File: src/rtl/fetch_queue.sv
// Pipelined instruction fetch: several icache requests in flight, BTB steering at issue,
// and an instruction FIFO toward decode. Squashed returns are swallowed by a drop counter.
module fetch_queue #(
    parameter int          QUEUE_DEPTH     = 4,
    parameter int          MAX_OUTSTANDING = 2,
    parameter logic [31:0] RESET_PC        = 32'h0000_0000
) (
    input  logic        clk,
    input  logic        rst,
    input  logic        flush_i,
    input  logic [31:0] flush_pc_i,
    input  logic        ready_in,
    output logic        valid_out,
    output logic [31:0] pc_out,
    output logic [31:0] instr_out,
    output logic        predicted_taken_out,
    output logic [31:0] predicted_target_out,
    output logic        icache_en_o,
    output logic [31:0] icache_addr_o,
    input  logic        icache_gnt_i,
    input  logic [31:0] icache_rdata_i,
    input  logic        icache_rvalid_i,
    output logic [31:0] btb_lookup_pc_o,
    input  logic        btb_lookup_hit_i,
    input  logic        btb_lookup_taken_i,
    input  logic [31:0] btb_lookup_target_i
);

    localparam int QPTR_W = (QUEUE_DEPTH > 1) ? $clog2(QUEUE_DEPTH) : 1;
    localparam int QCNT_W = $clog2(QUEUE_DEPTH + 1);
    localparam int TPTR_W = (MAX_OUTSTANDING > 1) ? $clog2(MAX_OUTSTANDING) : 1;
    localparam int ICNT_W = $clog2(MAX_OUTSTANDING + 1);
    localparam int SUM_W  = $clog2(QUEUE_DEPTH + MAX_OUTSTANDING + 1);

    localparam logic [ICNT_W-1:0] MAX_INFLIGHT = ICNT_W'(MAX_OUTSTANDING);
    localparam logic [SUM_W-1:0]  DEPTH_SUM    = SUM_W'(QUEUE_DEPTH);
    localparam logic [TPTR_W-1:0] TPTR_LAST    = TPTR_W'(MAX_OUTSTANDING - 1);

    typedef struct packed {
        logic [31:0] pc;
        logic        pred;
        logic [31:0] target;
    } tag_t;

    typedef struct packed {
        logic [31:0] pc;
        logic [31:0] instr;
        logic        pred;
        logic [31:0] target;
    } entry_t;

    // Request tags, in issue order; returns arrive in the same order
    tag_t              tag_mem [MAX_OUTSTANDING];
    logic [TPTR_W-1:0] tag_wr_reg;
    logic [TPTR_W-1:0] tag_rd_reg;

    entry_t            q_mem [QUEUE_DEPTH];
    logic [QPTR_W-1:0] q_wr_reg;
    logic [QPTR_W-1:0] q_rd_reg;
    logic [QCNT_W-1:0] q_count_reg;
    logic [QCNT_W-1:0] q_count_next;

    logic [ICNT_W-1:0] inflight_reg;
    logic [ICNT_W-1:0] inflight_next;
    logic [ICNT_W-1:0] drop_reg;
    logic [ICNT_W-1:0] drop_next;
    logic [31:0]       pc_reg;
    logic [31:0]       pc_next;

    tag_t              tag_head;
    entry_t            q_head;
    logic [6:0]        opcode;
    logic              is_cf;
    logic              has_drop;
    logic              ret_live;
    logic              redirect_now;
    logic [SUM_W-1:0]  credit_sum;
    logic              issue;
    logic              accept;
    logic              btb_pred;
    logic              enq;
    logic              pop;
    logic [ICNT_W-1:0] inflight_after_pop;

    function automatic logic [TPTR_W-1:0] tag_ptr_inc(input logic [TPTR_W-1:0] p);
        return (p == TPTR_LAST) ? '0 : p + TPTR_W'(1);
    endfunction

    assign tag_head = tag_mem[tag_rd_reg];
    assign q_head   = q_mem[q_rd_reg];

    // Branches, JAL and JALR are the only opcodes a BTB hit may legitimately steer
    assign opcode = icache_rdata_i[6:0];
    assign is_cf  = (opcode == 7'b1100011) || (opcode == 7'b1101111) || (opcode == 7'b1100111);

    assign has_drop     = (drop_reg != '0);
    assign ret_live     = icache_rvalid_i && !has_drop && !flush_i;
    assign redirect_now = ret_live && tag_head.pred && !is_cf;

    // Every in-flight request already owns a queue slot, so returns can never overflow
    assign credit_sum = SUM_W'(inflight_reg) + SUM_W'(q_count_reg);
    assign issue      = !rst && !flush_i && !redirect_now
                        && (inflight_reg < MAX_INFLIGHT) && (credit_sum < DEPTH_SUM);
    assign accept     = issue && icache_gnt_i;
    assign btb_pred   = btb_lookup_hit_i && btb_lookup_taken_i;

    assign valid_out = (q_count_reg != '0);
    assign enq       = ret_live;
    assign pop       = valid_out && ready_in && !flush_i;

    assign inflight_after_pop = inflight_reg - ICNT_W'(icache_rvalid_i);

    always_comb begin
        inflight_next = inflight_after_pop + ICNT_W'(accept);
        drop_next     = drop_reg;
        pc_next       = pc_reg;
        q_count_next  = q_count_reg;
        if (flush_i) begin
            pc_next      = flush_pc_i;
            drop_next    = inflight_after_pop;
            q_count_next = '0;
        end else begin
            if (accept) begin
                pc_next = btb_pred ? btb_lookup_target_i : pc_reg + 32'd4;
            end
            if (redirect_now) begin
                // Everything issued after the mispredicted fetch is wrong-path
                pc_next   = tag_head.pc + 32'd4;
                drop_next = inflight_after_pop;
            end else if (icache_rvalid_i && has_drop) begin
                drop_next = drop_reg - ICNT_W'(1);
            end
            q_count_next = q_count_reg + QCNT_W'(enq) - QCNT_W'(pop);
        end
    end

    always_ff @(posedge clk) begin
        if (rst) begin
            pc_reg       <= RESET_PC;
            inflight_reg <= '0;
            drop_reg     <= '0;
            q_count_reg  <= '0;
            tag_wr_reg   <= '0;
            tag_rd_reg   <= '0;
            q_wr_reg     <= '0;
            q_rd_reg     <= '0;
        end else begin
            pc_reg       <= pc_next;
            inflight_reg <= inflight_next;
            drop_reg     <= drop_next;
            q_count_reg  <= q_count_next;
            if (accept) begin
                tag_wr_reg <= tag_ptr_inc(tag_wr_reg);
            end
            if (icache_rvalid_i) begin
                tag_rd_reg <= tag_ptr_inc(tag_rd_reg);
            end
            if (flush_i) begin
                q_wr_reg <= '0;
                q_rd_reg <= '0;
            end else begin
                if (enq) begin
                    q_wr_reg <= q_wr_reg + QPTR_W'(1);
                end
                if (pop) begin
                    q_rd_reg <= q_rd_reg + QPTR_W'(1);
                end
            end
        end
    end

    // Payload storage carries no reset; pointers and counts alone define validity
    always_ff @(posedge clk) begin
        if (accept) begin
            tag_mem[tag_wr_reg] <= '{pc: pc_reg, pred: btb_pred, target: btb_lookup_target_i};
        end
        if (enq) begin
            q_mem[q_wr_reg] <= '{pc:     tag_head.pc,
                                 instr:  icache_rdata_i,
                                 pred:   tag_head.pred && is_cf,
                                 target: (tag_head.pred && is_cf) ? tag_head.target : 32'd0};
        end
    end

    assign icache_en_o     = issue;
    assign icache_addr_o   = pc_reg;
    assign btb_lookup_pc_o = pc_reg;

    assign pc_out               = valid_out ? q_head.pc     : 32'd0;
    assign instr_out            = valid_out ? q_head.instr  : 32'd0;
    assign predicted_taken_out  = valid_out && q_head.pred;
    assign predicted_target_out = valid_out ? q_head.target : 32'd0;

    rvalid_needs_inflight: assert property (@(posedge clk) disable iff (rst)
        !(icache_rvalid_i && (inflight_reg == '0)));

endmodule
File: config.mk
export PLATFORM = sky130hd
export DESIGN_NAME = fetch_queue
export DESIGN_NICKNAME = d
export VERILOG_FILES = /design/src/rtl/fetch_queue.sv
export SDC_FILE = /design/constraint.sdc
export NUM_CORES = 1
export LEC_CHECK = 0
export CAP_MARGIN = 15
export CORE_MARGIN = 2
export CORE_UTILIZATION = 40
export CTS_BUF_LIST = sky130_fd_sc_hd__clkbuf_8
export DETAILED_ROUTE_END_ITERATION = 8
export SLEW_MARGIN = 30
export SYNTH_ARGS = -nofsm -noshare
export SYNTH_HDL_FRONTEND = slang
export SYNTH_SLANG_ARGS = --single-unit
File: constraint.sdc
create_clock -name clk -period 5.4 [get_ports clk]
set_input_delay 1.08 -clock clk [delete_from_list [all_inputs] [get_ports clk]]
set_output_delay 1.08 -clock clk [all_outputs]
set_load 0.03 [all_outputs]
==> results of run 1 <==
==> final timing paths <==
kind                            slack [ns]             to  cells past startpoint   startpoint
worst min-delay path                  0.51    q_wr_reg[1]                      2  q_wr_reg[1]
worst max-delay path                  0.87    icache_en_o                      8      flush_i
worst min register to register        0.51    q_wr_reg[1]                      2  q_wr_reg[1]
worst max register to register        1.97  tag_mem[0][1]                      6     register
==> critical path: stages <==
cell,delay [ns]
clkdlybuf4s50_1,0.46
buf_4,0.37
nor2_1,0.19
inv_1,0.21
a311o_1,0.26
nand2_1,0.08
nor3_1,0.58
buf_12,0.20
==> metrics by stage <==
stage,instances,setup slack (ns),cell area [um^2]
after floorplan,1462,0.07572,23900
after global placement,2425,0.9353,27330
after detailed placement,2425,0.8576,27330
after CTS,2598,0.9581,29030
after global routing,2598,0.8683,29030
final,2599,0.8740,29040
==> cells by family (layout without fill, tap and decap cells) <==
kind of cell / Yosys count / after routing / synth area share
XOR/XNOR: 53 / 53 / 0.01942
AND/OR/NAND/NOR: 375 / 375 / 0.08618
buffers and inverters: 130 / 493 / 0.02780
other: 0 / 1 / 0
multiplexers: 168 / 168 / 0.1227
AO/OA/AOI/OAI: 157 / 157 / 0.04571
flip-flops: 566 / 566 / 0.6911
adder cells (fa/ha/maj): 13 / 13 / 0.007120
==> power by group through the flow <==
| stage | combinational (mW) | clock (mW) | sequential, mW |
|---|---|---|---|
| floorplan | 0.567 | 0 | 5.12 |
| global placement | 1.02 | 0 | 5.12 |
| detailed placement | 1.02 | 0 | 5.13 |
| CTS | 1.03 | 3.52 | 5.04 |
| global route | 1.08 | 3.71 | 5.05 |
| finish | 1.02 | 3.41 | 5.04 |
==> cell usage after synthesis (all sizes together), types with 12 or more instances <==
master	count	area, um^2
a211oi	18	140.1
a21oi	32	160.2
and2	105	656.9
buf	59	392.9
clkbuf	46	172.7
dfxtp	48	960.9
edfxtp	518	15550
ha	12	150.1
inv	24	90.09
mux2	29	326.6
mux2i	42	420.4
mux4	97	2185
nand2	58	222.7
nand3	36	190.2
nand3b	12	102.6
nand4	26	177.7
nor2	81	304.0
nor3	15	85.08
o21ai	34	170.2
xnor2	35	306.5
xor2	18	157.7
==> layout by cell type, fill, tap and decap left out, types with 5 or more instances in the layout <==
master	Yosys	layout
buf_12	0	8
a21oi_1	32	32
mux4_2	97	97
xnor2_1	35	35
o211ai_1	6	6
dfxtp_1	48	45
xor2_1	18	18
nand3b_1	11	11
nand3_1	34	34
o21ai_0	30	30
o21a_1	5	5
nand2_1	56	56
clkbuf_8	0	103
clkinv_1	0	21
a31oi_1	8	8
nor2_1	81	79
and4_1	7	7
ha_1	12	12
clkdlybuf4s50_1	0	265
inv_1	24	65
mux2_2	29	29
mux2i_1	42	42
nor3_1	13	12
and2_1	105	101
clkinv_2	0	5
edfxtp_1	518	518
a211oi_1	17	17
and3_1	6	6
buf_4	33	23
nand4_1	25	25
o221ai_1	8	8
==> area by class of cell <==
cell class	count	area, um^2
Fill cell	5094	29980
Sequential cell	566	16530
Multi-Input combinational cell	766	6764
Timing Repair Buffer	296	2985
Clock buffer	103	1418
Tap cell	773	967.2
Clock inverter	70	281.5
Inverter	24	90.09
Antenna cell	1	2.502
==> routing by layer <==
| layer | wire [um] | global-route usage | vias up | part of all wire |
|---|---|---|---|---|
| li1 | - | - | 6275 | - |
| met1 | 27650 | 0.2834 | 7230 | 0.44 |
| met2 | 29440 | 0.3137 | 576 | 0.46 |
| met3 | 4811 | 0.04658 | 88 | 0.076 |
| met4 | 1527 | 0.07220 | 2 | 0.024 |
| met5 | 13 | 0 | - | 0.00020 |
==> flow_summary.ini, run 1 <==
[floorplan]
die_area_um2 = 61720
num_rows = 89
dieHeight_um = 248.4
start_util = 0.4049
ios = 267
fp.dieW_um = 248.4
core_area_um2 = 59020

[power]
totalPowerFinal_mw = 9.469
leakage_nw = 9.452
p_per_area_nw_per_um2 = 326.1
comb_power_share = 0.108
swShare = 0.2525
p_switching_mw = 2.391
p_seq_frac = 0.532
peakVddDrop_v = 0.0001620
power.share.clock = 0.360
p_int_mw = 7.079

[setup_path]
path_max_fanout = 32
crit_path_start_kind = input port
arrival_ns = 3.45
end_kind = output pin
crit_type = input port to output pin
worst_ep_required_time_ns = 4.32

[layout]
nets = 1867
final_util = 0.4920
largest_register_ff_count = 388
drive_gt1_frac = 0.1616
area_delta_synth_final_pct = 21.50
top_register = q_mem

[yosys]
syn_nets = 1579
ys_warn_count = 0
async_flop_share = 0
synth-seq-cells = 566
dominantRegCellSynth = edfxtp_1
synth_edf_count = 518
yosysSeqAreaShare = 0.6911
netlist_instances = 1462
syn_area_um2 = 23900
syn_avg_cell_area_um2 = 16.35
post_synth_num_cell_types = 73

[sta]
fmax_ghz = 0.2209
slew_viol_final = 0
finalHoldViolCount = 0
grt_setup_unrepaired = no
post-route-period-util = 0.8381
finalSetupTns_ns = 0
tightest_slew_ns = 0.9398
whs_ns = 0.5086
setup_viol = 0
finalCriticalPeriod_ns = 4.526
slew_headroom = 0.3700
clock_skew_ns = 0.04539

[clock_network]
cts_num_sinks = 566
htreeDepth = 3
clk_latency_ns = 0.69
postCtsSetupBuffers = 0
clock_path_buffers = 3
post_cts_resized = 0
numCtsBuffers = 96
cts_tree = built
holdBufCountCts = 0
cts_root_buffer = clkbuf_8
clk_pin_slew_ns = 0.06

[placement]
port_buffers = 266
post-dp-hpwl_um = 41020
gp_congestion = 0.9168

[drt]
drt-pass1-iter-count = 5
wl_um = 63440
wl_per_cell_um = 24.41
ant_nets = 0
vias = 14171
via_per_inst = 5.452
drc = 0
drtIter0Drc = 1245

[global_route]
antenna_found_initial = 1
gr-total-overflow = 0
grt.total_usage = 0.2033
grt_max_degree = 84
grt_pass1_wl_um = 93400
grt_pass1_vias = 14361

[run_status]
status = complete, no violations

[job]
drv_cap = 0

[min_path]
holdCritPathClass = register to register
Note: power is estimated with default switching activity, not from simulation.
==> inputs of run 2 (changes only) <==
==> constraint.sdc (replaced) <==
create_clock -name clk -period 4.3 [get_ports clk]
set_input_delay 0.86 -clock clk [delete_from_list [all_inputs] [get_ports clk]]
set_output_delay 0.86 -clock clk [all_outputs]
set_load 0.03 [all_outputs]
==> run 2 against run 1 <==
  * Sequential power grew 26%
  * Sequential share of layout area shrank 0.34 points
  * Global-route usage shrank 0.25 points
  * Clock skew shrank 0.0039 ns
  * Non-clock buffer count grew 10
  * Clock power grew 28%
  * Via count is essentially flat
  * Register-to-register slack lost 0.88 ns
  * Count of clock-buffer cells in the layout shrank 2
  * Critical path type is now register to output pin
  * Highest routed layer is now met4
==> flow_summary.ini, run 2 (same netlist as run 1, synthesis figures left out) <==
[layout]
top_register = q_mem
fill_cells = 5045
largest_register_ff_count = 388
area_delta_synth_final_pct = 22.24
diodes = 0
nets = 1874
final_cell_mix = 518 x edfxtp_1, 265 x clkdlybuf4s50_1, 101 x and2_1, 101 x clkbuf_8, 97 x mux4_2
mostFrequentLayoutCell = edfxtp_1
drive_gt1_frac = 0.1714
final_cell_count_no_fill = 2599

[global_route]
grt_pass1_wl_um = 92440
grt_max_degree = 82
gr-total-overflow = 0
grt_pass1_vias = 14301
antenna_found_initial = 3
grt.total_usage = 0.2008

[sta]
clock_skew_ns = 0.04153
setup_viol = 0
fmax_ghz = 0.2554
grt_setup_unrepaired = no
finalHoldViolCount = 0
slew_headroom = 0.4009
post-route-period-util = 0.9104
tightest_slew_ns = 0.8987
slew_viol_final = 0
finalCriticalPeriod_ns = 3.915

[drt]
wl_um = 62800
via_per_inst = 5.456
vias = 14181
drt-pass1-iter-count = 7
wl_per_cell_um = 24.16
ant_nets = 0
drc = 0
drtIter0Drc = 1125

[power]
p_switching_mw = 2.996
totalPowerFinal_mw = 11.97
p_int_mw = 8.979
comb_power_share = 0.107
power.share.clock = 0.364
leakage_nw = 9.475
peakVddDrop_v = 0.0002151
p_per_area_nw_per_um2 = 409.9
p_seq_frac = 0.528
swShare = 0.2502

[clock_network]
postCtsSetupBuffers = 0
holdBufCountCts = 0
clock_path_buffers = 3
cts_num_sinks = 566
htreeDepth = 3
cts_root_buffer = clkbuf_8
clk_latency_ns = 0.69
post_cts_resized = 0
numCtsBuffers = 93
clk_pin_slew_ns = 0.06
cts_tree = built

[floorplan]
core_area_um2 = 59020
die_area_um2 = 61720
dieHeight_um = 248.4
fp.dieW_um = 248.4
num_rows = 89
ios = 267
start_util = 0.4049

[job]
drv_cap = 0

[setup_path]
crit_type = register to output pin
arrival_ns = 3.05
crit_path_start_kind = register
end_kind = output pin
startpoint = q_count_reg[2]
r2r_end = tag_mem[0][39]
path_max_fanout = 81
r2r_cells = 6
worst_ep_required_time_ns = 3.44
critPathCapture = instr_out[27]
r2r_setup_slack_ns = 1.09

[placement]
port_buffers = 266
gp_congestion = 0.9008
post-dp-hpwl_um = 42020
dp_cells = 2435

[min_path]
holdCritPathClass = register to register

[run_status]
status = complete, no violations
==> run 2: power groups by stage <==
stage | combinational [mW] | sequential (mW) | clock, mW
after floorplan | 0.712 | 6.43 | 0
after global placement | 1.28 | 6.43 | 0
after detailed placement | 1.29 | 6.44 | 0
after CTS | 1.30 | 6.32 | 4.49
after global routing | 1.36 | 6.34 | 4.72
final | 1.28 | 6.33 | 4.36
==> run 2: per-stage QoR <==
step | hold WS, ns | worst slack [ns] | util | setup TNS, ns | cell area, um^2
floorplan | 0.4692 | -0.8043 | - | -104.56 | 23900
global placement | 0.4929 | 0.4247 | 0.4659 | 0 | 27500
detailed placement | 0.5015 | 0.3680 | 0.4659 | 0 | 27500
CTS | 0.5110 | 0.2282 | 0.4950 | 0 | 29210
global route | 0.5377 | 0.1612 | 0.4950 | 0 | 29210
finish | 0.5078 | 0.3852 | 0.4950 | 0 | 29210
==> run 2: worst min-delay path by stage <==
stage | start | depth (start not counted) | slack [ns] | end
after detailed placement | tag_rd_reg | 2 | 0.50 | register
after global routing | q_wr_reg[1] | 2 | 0.54 | q_wr_reg[1]
after floorplan | q_wr_reg[1] | 2 | 0.47 | q_wr_reg[1]
after global placement | q_wr_reg[1] | 2 | 0.49 | q_wr_reg[1]
after CTS | q_wr_reg[1] | 2 | 0.51 | q_wr_reg[1]
final | q_wr_reg[1] | 2 | 0.51 | q_wr_reg[1]
==> run 2: final cells by class <==
class	count	area, um^2	area share
Clock buffer	101	1390	0.04759
Clock inverter	63	325.3	0.01114
Inverter	24	90.09	0.003084
Multi-Input combinational cell	766	6764	0.2315
Sequential cell	566	16530	0.5658
Tap cell	773	967.2	0.03311
Timing Repair Buffer	306	3148	0.1078
==> run 2: per-layer routing <==
layer  GRT usage  share of wire  vias to the layer above
li1            -              -                     6283
met1      0.2827           0.44                     7208
met2      0.3108           0.47                      609
met3     0.04219          0.071                       81
met4     0.06929          0.024                        0
met5           0              0                        -
==> run 2: critical path, stage by stage (launching register included) <==
cell and delay, ns:
dfxtp_1 0.43, or3_4 0.73, buf_4 0.33, and2_1 0.14
clkdlybuf4s50_1 0.67
==> inputs of run 3 (changes only) <==
==> constraint.sdc (replaced) <==
create_clock -name clk -period 4.2 [get_ports clk]
set_input_delay 0.84 -clock clk [delete_from_list [all_inputs] [get_ports clk]]
set_output_delay 0.84 -clock clk [all_outputs]
set_load 0.03 [all_outputs]
==> run 3 against run 2 <==
  * Combinational power increased by 3%
  * Largest power group unchanged
  * Power rose by 3.4%
  * Non-clock buffer count is 3 higher
  * Cell area up 0.15%
  * First-iteration DRC count shrank 8.9%
  * Via count shrank 0.53%
  * Critical endpoint is now predicted_target_out[8]
  * Register-to-register slack improved by 0.05 ns
  * Sequential share of layout area shrank 0.082 points
==> flow_summary.ini, run 3 (same netlist as run 1, synthesis figures left out) <==
[run_status]
status = complete, no violations

[global_route]
grt.total_usage = 0.2017
antenna_found_initial = 1
grt_pass1_wl_um = 92830
grt_pass1_vias = 14312
gr-total-overflow = 0
grt_max_degree = 76

[drt]
ant_nets = 0
wl_per_cell_um = 24.29
drc = 0
vias = 14106
drt-pass1-iter-count = 5
wl_um = 63370
drtIter0Drc = 1025
via_per_inst = 5.407

[sta]
finalHoldViolCount = 0
clock_skew_ns = 0.04614
fmax_ghz = 0.2563
tightest_slew_ns = 0.8639
finalSetupTns_ns = 0
setup_viol = 0
slew_viol_final = 0
grt_setup_unrepaired = no
finalCriticalPeriod_ns = 3.901
post-route-period-util = 0.9289
slew_headroom = 0.4240

[setup_path]
path_max_fanout = 75
r2r_cells = 10
crit_type = register to output pin
worst_ep_required_time_ns = 3.36
end_kind = output pin
arrival_ns = 3.06
crit_path_start_kind = register

[floorplan]
dieHeight_um = 248.4
start_util = 0.4049
ios = 267
die_area_um2 = 61720
num_rows = 89
fp.dieW_um = 248.4
core_area_um2 = 59020

[clock_network]
cts_num_sinks = 566
post_cts_resized = 0
holdBufCountCts = 0
numCtsBuffers = 93
postCtsSetupBuffers = 0
clk_latency_ns = 0.69
clock_path_buffers = 3
cts_tree = built
htreeDepth = 3
cts_root_buffer = clkbuf_8
clk_pin_slew_ns = 0.06

[layout]
nets = 1877
final_cell_mix = 518 x edfxtp_1, 265 x clkdlybuf4s50_1, 101 x and2_1
mostFrequentLayoutCell = edfxtp_1
drive_gt1_frac = 0.1721
top_register = q_mem
area_delta_synth_final_pct = 22.41
fill_cells = 5016
regArea_um2 = 16530
largest_register_ff_count = 388
multiInputGateArea_um2 = 6764
diodes = 0

[placement]
post-dp-hpwl_um = 42170
gp_congestion = 0.8921
port_buffers = 266

[power]
peakVddDrop_v = 0.0002145
p_per_area_nw_per_um2 = 423.2
leakage_nw = 9.523
totalPowerFinal_mw = 12.38

[min_path]
whs_path_depth = 2
holdCritPathClass = register to register

[job]
drv_cap = 0
==> run 3: layer usage <==
layer | part of all wire | vias to the layer above | global-route usage
li1 | - | 6308 | -
met1 | 0.44 | 7200 | 0.2831
met2 | 0.46 | 505 | 0.3113
met3 | 0.073 | 91 | 0.04815
met4 | 0.023 | 2 | 0.06382
met5 | 0.00016 | - | 0
==> run 3: area by class of cell <==
cell class / count / share of cell area
clock buffer: 94 / 0.04422
tap: 773 / 0.03306
timing repair buffer: 309 / 0.1071
multi-input combinational: 766 / 0.2312
sequential: 566 / 0.5649
clock inverter: 77 / 0.01638
inverter: 24 / 0.003079
==> run 3: final timing paths <==
check | start | to | slack [ns]
max | q_count_reg[2] | predicted_target_out[8] | 0.30
min | q_wr_reg[1] | q_wr_reg[1] | 0.50
max reg2reg | drop_reg[0] | tag_mem[1][10] | 1.14
min reg2reg | q_wr_reg[1] | q_wr_reg[1] | 0.50
==> run 3: worst max-delay path: stages (launching register included) <==
cell and delay, ns:
dfxtp_1 0.43, or3_4 0.74, buf_4 0.33, and2_1 0.15, clkdlybuf4s50_1 0.69
==> run 3: report_power, final <==
part	switching, mW	internal, mW
registers	0.153	6.32
logic	0.776	0.548
clock network	2.18	2.41
total	3.11	9.27
==> run 3: per-stage QoR <==
stage | cells | setup slack [ns] | hold WS, ns | utilization | cell area (um^2)
6_report | 2609 | 0.2986 | 0.4974 | 0.4957 | 29250
4_1_cts | 2609 | 0.1378 | 0.5036 | 0.4957 | 29250
3_5_place_dp | 2438 | 0.3586 | 0.4961 | 0.4656 | 27480
5_1_grt | 2609 | 0.07335 | 0.5219 | 0.4957 | 29250
3_3_place_gp | 2438 | 0.4070 | 0.4903 | 0.4656 | 27480
2_1_floorplan | 1462 | -0.8843 | 0.4692 | - | 23900
